File: src/rtl/dmem_arbiter.sv
// Two-master round-robin arbiter in front of a single-port data memory.
// It has a registered command stage, a response two cycles after the grant, and a contention counter.
module dmem_arbiter #(
  parameter int DEPTH = 256,
  parameter int CNT_W = 16
) (
  input  logic             clk,
  input  logic             rst_n,
  input  logic             m0_req,
  input  logic             m0_we,
  input  logic [31:0]      m0_addr,
  input  logic [31:0]      m0_wdata,
  output logic             m0_gnt,
  output logic             m0_rvalid,
  output logic [31:0]      m0_rdata,
  output logic             m0_err,
  input  logic             m1_req,
  input  logic             m1_we,
  input  logic [31:0]      m1_addr,
  input  logic [31:0]      m1_wdata,
  output logic             m1_gnt,
  output logic             m1_rvalid,
  output logic [31:0]      m1_rdata,
  output logic             m1_err,
  output logic             mem_write,
  output logic             mem_read,
  output logic [31:0]      mem_addr,
  output logic [31:0]      mem_wd,
  input  logic [31:0]      mem_rd,
  output logic [CNT_W-1:0] conflict_cnt
);

  localparam logic [31:0] DEPTH_W = 32'(DEPTH);

  // Handshake: a master raises req with stable we/addr/wdata.
  // gnt is combinational in the same cycle, and the transfer happens when req&gnt.
  // A master holds its request until it is granted; rvalid follows 2 cycles after the grant.
  logic             last_grant_q, last_grant_d;
  logic             cmd_valid_q, cmd_valid_d;
  logic             cmd_id_q, cmd_id_d;
  logic             cmd_we_q, cmd_we_d;
  logic [31:0]      cmd_addr_q, cmd_addr_d;
  logic [31:0]      cmd_wd_q, cmd_wd_d;
  logic [1:0]       rvalid_q, rvalid_d;
  logic [31:0]      m0_rdata_q, m0_rdata_d, m1_rdata_q, m1_rdata_d;
  logic             m0_err_q, m0_err_d, m1_err_q, m1_err_d;
  logic [CNT_W-1:0] cnt_q, cnt_d;

  logic        gnt_any;
  logic        gnt_id;
  logic        bad;
  logic [31:0] resp_rdata;

  always_comb begin
    gnt_any = rst_n & (m0_req | m1_req);
    // On a tie the master that did not win last time gets the grant; otherwise the sole requester wins.
    if (m0_req & m1_req) gnt_id = ~last_grant_q;
    else                 gnt_id = ~m0_req;
  end

  assign m0_gnt = gnt_any & ~gnt_id;
  assign m1_gnt = gnt_any & gnt_id;

  always_comb begin
    bad = (cmd_addr_q[1:0] != 2'b00) | ({2'b00, cmd_addr_q[31:2]} >= DEPTH_W);
  end

  assign mem_addr  = cmd_addr_q;
  assign mem_wd    = cmd_wd_q;
  assign mem_write = rst_n & cmd_valid_q & cmd_we_q & ~bad;
  assign mem_read  = cmd_valid_q & ~cmd_we_q & ~bad;

  always_comb begin
    last_grant_d = last_grant_q;
    cmd_valid_d  = gnt_any;
    cmd_id_d     = cmd_id_q;
    cmd_we_d     = cmd_we_q;
    cmd_addr_d   = cmd_addr_q;
    cmd_wd_d     = cmd_wd_q;
    if (gnt_any) begin
      last_grant_d = gnt_id;
      cmd_id_d     = gnt_id;
      cmd_we_d     = gnt_id ? m1_we    : m0_we;
      cmd_addr_d   = gnt_id ? m1_addr  : m0_addr;
      cmd_wd_d     = gnt_id ? m1_wdata : m0_wdata;
    end
  end

  always_comb begin
    resp_rdata = (cmd_we_q | bad) ? 32'd0 : mem_rd;
    rvalid_d   = 2'b00;
    m0_rdata_d = m0_rdata_q;
    m1_rdata_d = m1_rdata_q;
    m0_err_d   = m0_err_q;
    m1_err_d   = m1_err_q;
    if (cmd_valid_q) begin
      if (cmd_id_q) begin
        rvalid_d   = 2'b10;
        m1_rdata_d = resp_rdata;
        m1_err_d   = bad;
      end else begin
        rvalid_d   = 2'b01;
        m0_rdata_d = resp_rdata;
        m0_err_d   = bad;
      end
    end
  end

  always_comb begin
    cnt_d = cnt_q;
    if (m0_req & m1_req & ~(&cnt_q)) cnt_d = cnt_q + 1'b1;
  end

  always_ff @(posedge clk) begin
    if (!rst_n) begin
      last_grant_q <= 1'b1;
      cmd_valid_q  <= 1'b0;
      cmd_id_q     <= 1'b0;
      cmd_we_q     <= 1'b0;
      cmd_addr_q   <= 32'd0;
      cmd_wd_q     <= 32'd0;
      rvalid_q     <= 2'b00;
      m0_rdata_q   <= 32'd0;
      m1_rdata_q   <= 32'd0;
      m0_err_q     <= 1'b0;
      m1_err_q     <= 1'b0;
      cnt_q        <= '0;
    end else begin
      last_grant_q <= last_grant_d;
      cmd_valid_q  <= cmd_valid_d;
      cmd_id_q     <= cmd_id_d;
      cmd_we_q     <= cmd_we_d;
      cmd_addr_q   <= cmd_addr_d;
      cmd_wd_q     <= cmd_wd_d;
      rvalid_q     <= rvalid_d;
      m0_rdata_q   <= m0_rdata_d;
      m1_rdata_q   <= m1_rdata_d;
      m0_err_q     <= m0_err_d;
      m1_err_q     <= m1_err_d;
      cnt_q        <= cnt_d;
    end
  end

  assign m0_rvalid    = rvalid_q[0];
  assign m1_rvalid    = rvalid_q[1];
  assign m0_rdata     = m0_rdata_q;
  assign m1_rdata     = m1_rdata_q;
  assign m0_err       = m0_err_q;
  assign m1_err       = m1_err_q;
  assign conflict_cnt = cnt_q;

endmodule

File: config.mk
export PLATFORM = sky130hd
export DESIGN_NAME = dmem_arbiter
export DESIGN_NICKNAME = d
export VERILOG_FILES = /design/src/rtl/dmem_arbiter.sv
export SDC_FILE = /design/constraint.sdc
export NUM_CORES = 1
export LEC_CHECK = 0
export ABC_AREA = 1
export CAP_MARGIN = 25
export CORE_ASPECT_RATIO = 0.7
export CORE_MARGIN = 2
export CORE_UTILIZATION = 43
export CTS_CLUSTER_SIZE = 14
export DETAILED_ROUTE_END_ITERATION = 12
export GPL_TIMING_DRIVEN = 0
export PLACE_DENSITY = 0.86
export SETUP_SLACK_MARGIN = 0.2
export SKIP_CTS_REPAIR_TIMING = 1
export SLEW_MARGIN = 25
export SYNTH_ARGS = -nofsm -noshare
export SYNTH_HDL_FRONTEND = slang
export SYNTH_SLANG_ARGS = --single-unit
File: constraint.sdc
create_clock -name clk -period 2.8 [get_ports clk]
set_input_delay 0.28 -clock clk [delete_from_list [all_inputs] [get_ports clk]]
set_output_delay 0.28 -clock clk [all_outputs]
set_load 0.01 [all_outputs]
==> reports/results.ini, run 1 <==
[global_routing]
grt.overflow.total = 0
track_usage_pct = 29.87
gr-usage-met1_pct = 39.72
grt_pass1_vias = 6891
grt_max_degree = 17
grt-busiest-layer = met2
grt_use_met2_pct = 47.49
antenna_found_initial = 0
met3_usage_pct = 8.384
grt_pass1_wl_um = 36580

[worst_setup_path]
cp.required_ps = 2520
cp-end-kind = primary output
critical_path_arrival_ps = 2200
critPathKind = input pin to primary output
critPathMaxFanout = 10
startpoint_type = input pin

[clock_network]
clockBufferDepth = 2
cts_root_buf = clkbuf_16
numClockSinks = 152
htreeDepth = 4
cts.clk_slew.worst_paths_ps = 60
clk_latency_ps = 410
cts_tree = done
cts_inserted_buffers = 17

[floorplan]
rows = 36
dieArea_sq_mm = 0.01558
core_sq_mm = 0.01410
fp.dieW_um = 148.3
dieHeight_um = 105.0
ioPinCount = 318
initial_core_util_pct = 44.48

[synthesis]
synth.avg_cell_area_sq_um = 7.404
synth_top_area_share_pct = 48.52
syn_area_sq_mm = 0.006271
synth_nets = 1014
post-synth-top-area-cell = dfxtp_1
async_flop_share_pct = 0
yosysWarnings = 0
synth_edf_count = 0
synth_cell_types = 29
synth-main-ff-cell = dfxtp_1
ys_ff_latch = 152
synthCells = 847
synth_common_cells = nand2_1 (281), dfxtp_1 (152), a21oi_1 (72), o21ai_0 (69), nand3_1 (56)
synth_most_common_cell = nand2_1
yosysSeqAreaShare_pct = 48.52
post_synth_main_area_contributors = dfxtp_1 (49%), nand2_1 (17%), a21oi_1 (5.7%)

[sta]
setup_slack_ps = 321.6
fmax_mhz = 403.5
skew_ps = 9.674
min_period_ps = 2478
tns_ps = 0
final-hold-violation-count = 0
worstMarginPinSlew_ps = 625.7
slew_headroom_pct = 58.29
grt_setup_unrepaired = no
period_share_pct = 88.51
slew_viol_final = 0
finalSetupViolations = 0

[pwr]
power_w = 0.005763
ir_worst_vdd_uv = 392.4
p_per_area_mw_per_mm2 = 560.9
leakage_nw = 3.936

[placed_design]
hpwl_um = 17760
place_ws_ps = 335.8
gp_congestion = 0.8958
postPlaceCellArea_sq_mm = 0.009672
place.port_buffers = 316

[routing]
routed_wl_um = 23440
wl_per_cell_um = 16.92
post-route-drc-count = 0
avgViaCountPerCell = 5.169
drtAntennaViolNets = 0
vias = 7159
firstDrtPassIters = 5
dr.first_iter.drc_count = 454

[run]
maxCapViolCount = 0

[worst_hold_path]
min_path_type = input pin to register

[cells_and_area]
design_area_sq_mm = 0.01027
syn2layout_area_growth_pct = 63.85
nNetsFinal = 1349
final_layout_size_suffix_gt1_share_pct = 6.611
fillers = 1103
antenna_cells = 0

[outcome]
status = complete, no violations

area by class of cell:
type / count / area [sq um] / share of cell area (%)
Tap cell: 190 / 237.7 / 2.314
Multi-Input combinational cell: 600 / 2773 / 26.98
Inverter: 36 / 135.1 / 1.315
Timing Repair Buffer: 316 / 3166 / 30.81
Clock buffer: 18 / 439.2 / 4.274
Sequential cell: 152 / 3043 / 29.62
Buffer: 59 / 320.3 / 3.117
Clock inverter: 14 / 161.4 / 1.571
through the flow:
stage,hold WS (ps),std cells,utilization (%)
2_1_floorplan,409.1,847,-
4_1_cts,171.2,1385,72.86
3_3_place_gp,466.1,1353,68.60
6_report,179.9,1385,72.88
3_5_place_dp,475.0,1353,68.60
5_1_grt,186.8,1385,72.88
cells by family (layout without fill, tap and decap cells):
family | after synthesis | after routing | synth area share, %
simple gates | 394 | 394 | 25.66
flops | 152 | 152 | 48.52
xor+xnor | 6 | 6 | 0.8380
buf+inv | 95 | 443 | 7.262
fa+ha+maj | 1 | 1 | 0.1995
compound gates | 199 | 199 | 17.52
cells in the final DEF (no fill, tap or decap), types with 2 or more instances in the layout:
master           netlist  layout
nand2_1              281     281
nor2_2                 3       3
a21oi_2                6       6
buf_2                 13      13
a31oi_1               48      48
inv_2                  3       3
nand3_1               56      56
inv_1                 33      33
nand4_1                5       5
inv_8                  0       2
nor3_1                 4       4
clkbuf_1              29      29
bufinv_16              0       2
clkbuf_16              0      17
clkinv_2               0       2
inv_6                  0       6
o21ai_0               69      69
buf_4                 10      10
nor2_1                39      39
clkdlybuf4s50_1        0     315
xor2_1                 2       2
nor2_4                 3       3
buf_6                  6       6
dfxtp_1              152     152
a21oi_1               72      72
xnor2_1                4       4
worst max-delay path: stages:
cell             delay [ps]
clkdlybuf4s50_1         500
nand2_1                  80
nand2_1                 130
inv_2                   140
nor2_4                  180
buf_2                   290
clkdlybuf4s50_1         590
layer usage:
layer,up-vias,wire (um)
li1,3477,-
met1,3295,10090
met2,345,10660
met3,42,2124
met4,0,565
met5,-,0
registers in the layout, indices dropped and copies added, names as in the netlist:
name	flops
cmd_id_q	1
cmd_valid_q	1
cmd_we_q	1
conflict_cnt	16
last_grant_q	1
m0_err	1
m0_rdata	32
m1_err	1
m1_rdata	32
mem_addr	32
mem_wd	32
rvalid_q	2
worst paths after layout:
kind | from | endpoint | slack [ps] | cells past startpoint
min | rst_n | cmd_valid_q | 180 | 3
max reg2reg | conflict_cnt[0] | conflict_cnt[2] | 970 | 9
min reg2reg | cmd_id_q | rvalid_q[0] | 480 | 1
max | m1_req | m1_gnt | 320 | 7
power breakdown:
| group | switching (W) | total (W) | internal, W |
|---|---|---|---|
| clock network | 0.000992 | 0.00236 | 0.00137 |
| logic | 0.000467 | 0.00102 | 0.000553 |
| registers | 0.0000872 | 0.00238 | 0.00230 |
| total | 0.00155 | 0.00576 | 0.00422 |
(Power assumes the default switching activity.)
==> run 2, diff against run 1 <==
CORE_AREA = 2 2 124 126   (was not set)
CORE_ASPECT_RATIO = not set   (was 0.7)
CORE_MARGIN = not set   (was 2)
CORE_UTILIZATION = not set   (was 43)
DIE_AREA = 0 0 126 128   (was not set)
DONT_BUFFER_PORTS = 1   (was not set)
PLACE_DENSITY = not set   (was 0.86)
==> reports/results.ini, run 2 (same netlist as run 1, synthesis figures left out) <==
[outcome]
status = complete, no violations

[floorplan]
ioPinCount = 318  ; unchanged
rows = 45  ; +25%
initial_core_util_pct = 42.19  ; -2.3 points
dieHeight_um = 128  ; +22%
dieArea_sq_mm = 0.01613  ; +3.5%
fp.dieW_um = 126  ; -15%
core_sq_mm = 0.01486  ; +5.4%

[sta]
grt_setup_unrepaired = no
worstMarginPinSlew_ps = 752.4  ; +126.7 ps
finalSetupViolations = 0  ; unchanged
fmax_mhz = 452.1  ; +12%
hold_slack_ps = 7.178  ; -172.7 ps
min_period_ps = 2212  ; -266.4 ps
tns_ps = 0  ; unchanged
final-hold-violation-count = 0  ; unchanged
slew_viol_final = 0  ; unchanged
slew_headroom_pct = 49.38  ; -8.9 points
skew_ps = 10.87  ; +1.199 ps
period_share_pct = 79.00  ; -9.5 points

[worst_setup_path]
rrSetupSlack_ps = 930  ; -40 ps
max_stage_delay_ps = 600  ; about the same
path_cells = nor2_1 > nand2_1 > nor2_1 > nand2_1 > nor4_1
cp.required_ps = 2520  ; about the same
critPathKind = register to primary output
critical_path_arrival_ps = 1930  ; -270 ps
worstReg2RegStart = conflict_cnt[0]
critPathMaxFanout = 3  ; -7
cp-end-kind = primary output
r2r_end = conflict_cnt[2]
cpMaxStageDelayCell = nor4_1
reg2regPathDepth = 9  ; unchanged
startpoint_type = register

[global_routing]
track_usage_pct = 25.70  ; -4.2 points
grt_max_degree = 17  ; unchanged
grt.overflow.total = 0  ; unchanged
grt_pass1_vias = 5627  ; -18%
antenna_found_initial = 0  ; unchanged
grt_pass1_wl_um = 32560  ; -11%

[worst_hold_path]
whs_path_depth = 2  ; -1
hp-start = m1_wdata[13]
min_path_type = input pin to register
holdPathEnd = mem_wd[13]

[routing]
wl_per_cell_um = 19.84  ; +17%
post-route-drc-count = 0  ; unchanged
firstDrtPassIters = 5  ; unchanged
drtAntennaViolNets = 0  ; unchanged
vias = 5887  ; -18%
avgViaCountPerCell = 5.512  ; +6.6%
dr.first_iter.drc_count = 388  ; -15%
routed_wl_um = 21190  ; -9.6%

[placed_design]
gp_congestion = 0.8105  ; -9.5%
place.port_buffers = 0  ; -100%
hpwl_um = 15630  ; -12%

[clock_network]
numClockSinks = 152  ; unchanged
htreeDepth = 4  ; unchanged
cts_tree = done
clk_latency_ps = 420  ; about the same
cts_inserted_buffers = 17  ; unchanged
cts.clk_slew.worst_paths_ps = 70  ; about the same
clockBufferDepth = 2  ; unchanged
cts_root_buf = clkbuf_16

[pwr]
leakage_nw = 2.747  ; -30%
p_per_area_mw_per_mm2 = 744.9  ; +33%
ir_worst_vdd_uv = 427.7  ; +9.0%

[cells_and_area]
antenna_cells = 0  ; unchanged
syn2layout_area_growth_pct = 13.59
final_cell_mix = nand2_1 (281), dfxtp_1 (152), a21oi_1 (72)
nNetsFinal = 1034  ; -23%
fillers = 1547  ; +40%
final_layout_size_suffix_gt1_share_pct = 8.977  ; +2.4 points
final_common_cell = nand2_1

[run]
maxCapViolCount = 0  ; unchanged

==> run 2: cell types whose count changed in the layout (fill, tap and decap cells not counted) <==
cell / before / now
clkbuf_8: 1 / 0
clkdlybuf4s50_1: 315 / 0
clkinv_2: 2 / 1
clkinv_4: 1 / 2
clkinv_8: 0 / 1
dlygate4sd3_1: 0 / 1
dlymetal6s2s_1: 1 / 0
==> run 2: final cells by class <==
type,count,area (sq um),area share [%]
flip-flops and latches,152,3043,42.72
multi-input cells,600,2773,38.93
clock buffers,17,425.4,5.972
plain buffers,59,320.3,4.497
well taps,188,235.2,3.302
clock inverters,15,181.4,2.547
inverters,36,135.1,1.897
repair buffers,1,10.01,0.1405
==> run 2: through the flow <==
stage / worst slack, ps / total power (W) / instance area [sq um] / cells / utilization (%)
after floorplan: 1213 / 0.002809 / 6271 / 847 / -
after global placement: 958.6 / 0.002969 / 6506 / 1035 / 43.77
after detailed placement: 937.4 / 0.002974 / 6506 / 1035 / 43.77
after CTS: 495.0 / 0.005346 / 7113 / 1067 / 47.85
after global routing: 335.4 / 0.005513 / 7123 / 1068 / 47.92
final: 588.0 / 0.005306 / 7123 / 1068 / 47.92
==> run 2: how the worst max path moves through the flow <==
stage	slack (ps)	start	cells past startpoint	end
2_1_floorplan	1210	conflict_cnt[0]	9	conflict_cnt[11]
3_3_place_gp	960	conflict_cnt[0]	9	conflict_cnt[9]
3_5_place_dp	940	conflict_cnt[0]	9	conflict_cnt[9]
4_1_cts	490	mem_addr[18]	5	mem_read
5_1_grt	340	mem_addr[18]	5	mem_read
6_report	590	mem_addr[18]	5	mem_read
==> run 2: worst max-delay path, delay by kind of cell (launching register included) <==
| family | cells | cell delay [ps] |
|---|---|---|
| simple gates | 5 | 1130 |
| flops | 1 | 380 |
==> run 2: power breakdown <==
group / internal (W) / switching [W]
registers: 0.00230 / 0.000179
clock network: 0.00135 / 0.00103
logic: 0.000149 / 0.000300
==> run 2: metal layers <==
metal	track usage [%]	part of all wire, %	vias up
li1	-	-	2848
met1	33.30	42	2739
met2	40.20	46	277
met3	9.766	10	23
met4	7.240	1.3	0
met5	0	0	-
